## config.mk

```make
export PLATFORM = sky130hd
export DESIGN_NAME = ex_mem_stage
export DESIGN_NICKNAME = d
export VERILOG_FILES = /design/src/rtl/ex_mem_stage.sv
export SDC_FILE = /design/constraint.sdc
export NUM_CORES = 1
export LEC_CHECK = 0
export ABC_CLOCK_PERIOD_IN_PS = 5000
export CORE_ASPECT_RATIO = 1.1
export CORE_UTILIZATION = 54
export CTS_BUF_LIST = sky130_fd_sc_hd__clkbuf_8
export DETAILED_ROUTE_END_ITERATION = 10
export PLACE_DENSITY = 0.91
export SLEW_MARGIN = 10
export SYNTH_ARGS = -nofsm -noshare
export SYNTH_HDL_FRONTEND = slang
export SYNTH_HIERARCHICAL = 1
export SYNTH_SLANG_ARGS = --single-unit
```

## constraint.sdc

```tcl
create_clock -name clk -period 5 [get_ports clk]
set_clock_uncertainty 0.2 [all_clocks]
set_input_delay 1 -clock clk [delete_from_list [all_inputs] [get_ports clk]]
set_output_delay 1 -clock clk [all_outputs]
set_load 0.02 [all_outputs]
```

## src/rtl/ex_mem_stage.sv

```systemverilog
// Execute stage with operand forwarding and the EX/MEM pipeline register.
// A signed overflow on add/sub squashes the next incoming instruction.

module alu #(
  parameter int N = 16
) (
  input  logic [N-1:0] a,
  input  logic [N-1:0] b,
  input  logic [2:0]   op,
  output logic [N-1:0] s,
  output logic         c_out,
  output logic         ovf
);
  logic [N:0] sum;

  // Subtraction is a + ~b + 1, so c_out=1 means "no borrow".
  always_comb begin
    sum   = '0;
    s     = '0;
    c_out = 1'b0;
    ovf   = 1'b0;
    case (op)
      3'd0: begin
        sum   = {1'b0, a} + {1'b0, b};
        s     = sum[N-1:0];
        c_out = sum[N];
        ovf   = (a[N-1] == b[N-1]) && (sum[N-1] != a[N-1]);
      end
      3'd1: begin
        sum   = {1'b0, a} + {1'b0, ~b} + {{N{1'b0}}, 1'b1};
        s     = sum[N-1:0];
        c_out = sum[N];
        ovf   = (a[N-1] != b[N-1]) && (sum[N-1] != a[N-1]);
      end
      3'd2: s = a & b;
      3'd3: s = a | b;
      3'd4: s = a ^ b;
      3'd5: s = (a > b) ? {{(N-1){1'b0}}, 1'b1} : '0;
      3'd6: s = {a[N-2:0], 1'b0};
      default: s = {1'b0, a[N-1:1]};
    endcase
  end
endmodule

// state  | meaning
// RUN    | normal issue into EX/MEM
// SQUASH | previous add/sub overflowed; load incoming instruction as a bubble
module ex_mem_stage #(
  parameter int REG_AW = 3
) (
  input  logic              clk,
  input  logic              rst_n,
  input  logic              id_valid,
  input  logic [2:0]        id_op,
  input  logic [REG_AW-1:0] id_rs,
  input  logic [REG_AW-1:0] id_rt,
  input  logic [REG_AW-1:0] id_rd,
  input  logic [15:0]       id_rs_val,
  input  logic [15:0]       id_rt_val,
  input  logic [15:0]       id_imm,
  input  logic              id_use_imm,
  input  logic              id_wr_en,
  input  logic              wb_wr_en,
  input  logic [REG_AW-1:0] wb_rd,
  input  logic [15:0]       wb_val,
  input  logic              stall,
  input  logic              flush,
  output logic              mem_valid,
  output logic [15:0]       mem_result,
  output logic [REG_AW-1:0] mem_rd,
  output logic              mem_wr_en,
  output logic              mem_cout,
  output logic              ovf_exc
);
  localparam int N = 16;

  typedef enum logic {RUN, SQUASH} state_t;
  state_t state;

  logic [N-1:0] op_a, fwd_b, op_b, alu_s;
  logic         alu_cout, alu_ovf, ovf_hit;

  // EX/MEM outranks WB; register 0 is never forwarded.
  always_comb begin
    op_a = id_rs_val;
    if (mem_valid && mem_wr_en && (mem_rd == id_rs) && (id_rs != '0))
      op_a = mem_result;
    else if (wb_wr_en && (wb_rd == id_rs) && (id_rs != '0))
      op_a = wb_val;
  end

  always_comb begin
    fwd_b = id_rt_val;
    if (mem_valid && mem_wr_en && (mem_rd == id_rt) && (id_rt != '0))
      fwd_b = mem_result;
    else if (wb_wr_en && (wb_rd == id_rt) && (id_rt != '0))
      fwd_b = wb_val;
  end

  assign op_b = id_use_imm ? id_imm : fwd_b;

  alu #(.N(N)) u_alu (
    .a     (op_a),
    .b     (op_b),
    .op    (id_op),
    .s     (alu_s),
    .c_out (alu_cout),
    .ovf   (alu_ovf)
  );

  assign ovf_hit = id_valid && ((id_op == 3'd0) || (id_op == 3'd1)) && alu_ovf;

  always_ff @(posedge clk or negedge rst_n) begin
    if (!rst_n) begin
      state      <= RUN;
      mem_valid  <= 1'b0;
      mem_result <= '0;
      mem_rd     <= '0;
      mem_wr_en  <= 1'b0;
      mem_cout   <= 1'b0;
      ovf_exc    <= 1'b0;
    end else if (flush) begin
      state      <= RUN;
      mem_valid  <= 1'b0;
      mem_result <= alu_s;
      mem_rd     <= id_rd;
      mem_wr_en  <= 1'b0;
      mem_cout   <= alu_cout;
      ovf_exc    <= 1'b0;
    end else if (stall) begin
      ovf_exc    <= 1'b0;
    end else begin
      mem_result <= alu_s;
      mem_rd     <= id_rd;
      mem_cout   <= alu_cout;
      case (state)
        SQUASH: begin
          state     <= RUN;
          mem_valid <= 1'b0;
          mem_wr_en <= 1'b0;
          ovf_exc   <= 1'b0;
        end
        default: begin
          state     <= ovf_hit ? SQUASH : RUN;
          mem_valid <= id_valid;
          mem_wr_en <= id_valid && id_wr_en && !ovf_hit;
          ovf_exc   <= ovf_hit;
        end
      endcase
    end
  end
endmodule

```

==> results.yml, run 1 <==
run_status:
  outcome: "aborted with a tool error"
  stop_stage: "5_1_grt"
  firstError: "[ERROR GRT-0232] Routing congestion too high. Check the congestion heatmap in the GUI."
synth:
  synth_edf_count: 0
  synth_fa_ha_area_share_pct: 13.61
  synthCells: 673
  synth_top_family_by_area: "compound AO/OA/AOI/OAI gates"
  synth_xor_area_share_pct: 4.044
  synth_top_area_cell: "ha_1"
  synth.area.top_cells: "ha_1 13%, dfrtp_1 12%, o21ai_0 5.0%"
  seq_area_frac_synth_pct: 11.62
  synthesis.area_mm2: 0.005167
  synth.avg_cell_area_um2: 7.678
  yosysWarnings: 6
  ys.flop_type: "dfrtp_1"
  async_flop_share_pct: 100.0
  yosysUniqueCellTypes: 82
  synth_compound_area_share_pct: 34.36
  synth-seq-cells: 24
  synth-simple-area-share_pct: 19.20
  synthMuxAreaShare_pct: 6.901
  synth_nets: 815
  synth_top_area_share_pct: 12.83
floorplan:
  dieWidth_um: 95.27
  fp.dieH_um: 104.6
  start_util_pct: 55.53
  ios: 110
  rows: 37
clock_tree:
  root_buffer: "clkbuf_8"
  cts_buffer_depth: 2
  clock-sinks: 24
  h-tree-depth: 1
  cts_buffers: 3
  cts_hold_buf: 0
place:
  gp_congestion: 1.160
  hpwl_mm: 18.34
  placed_cell_area_mm2: 0.007322
  port_buffers: 109
sta:
  worst-ep-kind: "register data pin"
  postGrtWorstEndpoint: "mem_result[13]$_DFFE_PN0P_/D"
grt:
  grt_max_degree: 25
  grtUsageTotal_pct: 79.44
  gr-total-overflow: 91
## cells by family after synthesis
logic type,after synthesis
compound gates,245
xor+xnor,23
buf+inv,99
flops,24
fa+ha+maj,55
simple gates,197
mux,30
## synth_stat cells, types with 4 or more instances
cell      count
ha_1         53
o21ai_0      52
inv_1        49
nand3_1      46
nor2_1       45
a21oi_1      39
nand2_1      37
a31oi_1      34
dfrtp_1      24
mux2_2       21
xnor2_1      20
nor3_1       19
o32ai_1      17
or2_2        16
buf_2        15
buf_6        11
clkbuf_1     11
a31oi_2      10
o22ai_1      10
o21bai_1      7
a21o_1        6
mux2i_1       6
nand2b_1      6
o211ai_1      6
o21ai_1       6
clkbuf_8      5
nor2b_1       5
o21a_1        5
o221ai_1      5
a221oi_1      4
a32oi_1       4
buf_1         4
nor4_1        4
o31ai_1       4
## routing by layer
layer | GRT overflow | GRT usage [%]
met1 | 0 | 79.84
met2 | 56 | 92.70
met3 | 1 | 67.03
met4 | 34 | 81.82
met5 | 0 | 12.78
## metrics by stage
stage                     hold slack [ns]  util [%]  worst slack [ns]  cells
after floorplan                    0.2667         -            0.4595    673
after global placement             0.2852     78.69           -0.2642   1010
after detailed placement           0.3247     78.69           -0.5551   1010
after CTS                          0.3467     79.98          0.004396   1015
## repair_timing
action | 4_1_cts
setup endpoints to repair | 11
gates resized for setup | 16
pin swaps | 3
hold endpoints to repair | 0
buffers inserted | 1
==> inputs of run 2 (changes only) <==
--- a/config.mk
+++ b/config.mk
@@ -6,11 +6,9 @@
 export NUM_CORES = 1
 export LEC_CHECK = 0
 export ABC_CLOCK_PERIOD_IN_PS = 5000
-export CORE_ASPECT_RATIO = 1.1
-export CORE_UTILIZATION = 54
-export CTS_BUF_LIST = sky130_fd_sc_hd__clkbuf_8
+export CORE_UTILIZATION = 40
 export DETAILED_ROUTE_END_ITERATION = 10
-export PLACE_DENSITY = 0.91
+export PLACE_DENSITY_LB_ADDON = 0.15
 export SLEW_MARGIN = 10
 export SYNTH_ARGS = -nofsm -noshare
 export SYNTH_HDL_FRONTEND = slang
==> results.yml, run 2 <==
floorplan:
  ios: 110
  dieArea_mm2: 0.01338
  core_area_mm2: 0.01262
  start_util_pct: 40.95
  rows: 41
  dieWidth_um: 115.7
  fp.dieH_um: 115.7
place:
  pre_cts_ws_ns: -0.6714
  hpwl_mm: 17.69
  port_buffers: 109
  placed_cell_area_mm2: 0.007671
  dp_cells: 1104
  gp_congestion: 0.9930
synth:
  ys.flop_type: "dfrtp_1"
  yosysMostFrequentCell: "ha_1"
  synthCells: 673
  synth_nets: 815
  seq_area_frac_synth_pct: 11.62
  synth-seq-cells: 24
  yosysWarnings: 6
  synth.avg_cell_area_um2: 7.678
  synth_commonest_cells: "53 x ha_1, 52 x o21ai_0, 49 x inv_1"
  yosysUniqueCellTypes: 82
  async_flop_share_pct: 100.0
  synth.area.top_cells: "ha_1 13%, dfrtp_1 12%, o21ai_0 5.0%"
  synth_top_area_share_pct: 12.83
  synth_edf_count: 0
  synth_top_area_cell: "ha_1"
  synthesis.area_mm2: 0.005167
final_layout:
  drive_gt1_share_pct: 35.03
  largest_reg_flops: 16
  fin_nets: 1086
  top_register: "mem_result"
  mostFrequentLayoutCell: "buf_4"
  most-common-layout-cells: "198 x buf_4, 98 x clkdlybuf4s50_1, 47 x inv_1, 45 x o21ai_0"
  top_regs: "mem_result x16, mem_rd x3"
  diodes: 0
  fillCellCount: 1114
  stdcell_area_mm2: 0.008189
  area_growth_pct: 58.47
  fin_util_pct: 64.89
  fin_cells: 1114
clock_tree:
  cts_buffer_depth: 2
  cts_hold_buf: 0
  h-tree-depth: 1
  insertion_delay_ns: 0.26
  clk_pin_slew_ns: 0.07
  cts_buffers: 3
  cts_tree: "built"
  clock-sinks: 24
  root_buffer: "clkbuf_16"
sta:
  relSlewSlack_pct: 20.83
  drv_slew: 0
  setup_viol: 0
  max_slew.worst_pin.slew_ns: 1.188
  min_period_over_period_pct: 97.09
  fin_ws_ns: 0.1453
  setup_tns_ns: 0
  whs_ns: 0.3471
  hold_violations: 0
  min_period_ns: 4.855
  clock.fmax_mhz: 206.0
worst_setup_path:
  cpPeakStageDelay_ns: 0.36
  critPathMaxFanout: 5
  cp-start-kind: "input pin"
  crit_family: "compound AO/OA/AOI/OAI gates"
  crit_required_ns: 4.95
  slowest_stage: "fa_2"
  worstSetupEndpointType: "register"
  path_cells: "dlygate4sd2_1, and2_1, o211a_1, buf_4, o21ai_1, a31oi_4, buf_4, buf_4, ha_1, fa_2, o21bai_2, a21oi_2, a21o_1, a211o_1, mux2_4, nand2_1, a41oi_2, mux2_2"
  cpMostUsedCell: "buf_4"
  critPathKind: "in2reg"
  worstPathArrival_ns: 4.80
  crit_buf_inv: 4
routing:
  ant_nets: 0
  route.vias.total: 6479
  drcViolationCount: 0
  firstDrtPassIters: 7
  wirelength_mm: 22.02
  avgViaCountPerCell: 5.816
  avgRoutedWirePerCell_um: 19.76
  drt_iter0_drc: 443
run_status:
  outcome: "finished clean"
power:
  ir_drop_mv: 0.1448
  total_power_mw: 1.595
  cellLeakagePower_nw: 3.589
  power_density_mw_per_mm2: 194.7
grt:
  gr-total-overflow: 0
  grt_max_degree: 31
  grtUsageTotal_pct: 33.41
  grt_pass1_vias: 6572
  grt_pass1_wl_mm: 34.49
  antenna_found_initial: 0
worst_hold_path:
  hp-class: "reg2reg"
flow_run:
  drv_cap: 0
## run 2: cell counts after synthesis
Identical to the previous run, type by type.
## run 2: routing by layer
metal / part of all wire, % / track usage (%)
met5: 0 / 0
met4: 2.8 / 12.31
met3: 7.7 / 4.289
met2: 47 / 56.65
met1: 42 / 43.40
## run 2: path summary, 6_finish.rpt
path,from,slack (ns),cells after the start,to
min,mem_cout,0.35,1,mem_cout
min reg2reg,mem_cout,0.35,1,mem_cout
max reg2reg,mem_rd[1],0.78,19,state
max,id_rt[1],0.15,18,mem_result[14]
max in group asynchronous,rst_n,3.42,2,mem_result[5]
min in group asynchronous,rst_n,0.91,2,mem_cout
## run 2: kinds of logic (layout without fill, tap and decap cells)
logic type | count (synthesis) | after routing | share of synthesized area [%]
AO/OA/AOI/OAI | 245 | 245 | 34.36
AND/OR/NAND/NOR | 197 | 197 | 19.20
buffers and inverters | 99 | 368 | 10.27
adder cells (fa/ha/maj) | 55 | 55 | 13.61
multiplexers | 30 | 30 | 6.901
flip-flops | 24 | 24 | 11.62
XOR/XNOR | 23 | 23 | 4.044
## run 2: report_power, final
part | switching (mW) | leakage [nW] | total (mW) | internal, mW
Clock | 0.0761 | 0.0370 | 0.182 | 0.106
Combinational | 0.564 | 3.26 | 1.15 | 0.582
Sequential | 0.0422 | 0.294 | 0.267 | 0.225
Total | 0.682 | 3.59 | 1.59 | 0.913
## run 2: worst reg2reg max path, stage by stage, from the launching register on
cell and delay [ns]:
dfrtp_1 0.45, xnor2_1 0.21, nand3_1 0.14, o21a_2 0.27, buf_4 0.17, a31oi_2 0.23
inv_1 0.13, ha_4 0.29, buf_4 0.10, o211ai_1 0.13, o211ai_1 0.31, a31oi_2 0.20
o211ai_1 0.37, a21oi_2 0.12, xnor2_1 0.15, o32ai_2 0.15, buf_4 0.16, nand3_2 0.10
nor4_4 0.18, a21o_1 0.11
## run 2: repair_timing
item | 4_1_cts | 5_1_grt
resized for setup | 42 | 41
endpoints found under the setup margin | 12 | 14
pin swaps | 14 | 22
buffers inserted | 3 | 4
## run 2: final cells by class
class	count	area [um2]	area share [%]
clock buffers	3	75.07	0.9167
flip-flops and latches	24	600.6	7.334
repair buffers	314	2700	32.97
well taps	172	215.2	2.628
inverters	51	191.4	2.338
multi-input cells	550	4407	53.81
No activity file was read; power rests on OpenSTA's default activity.
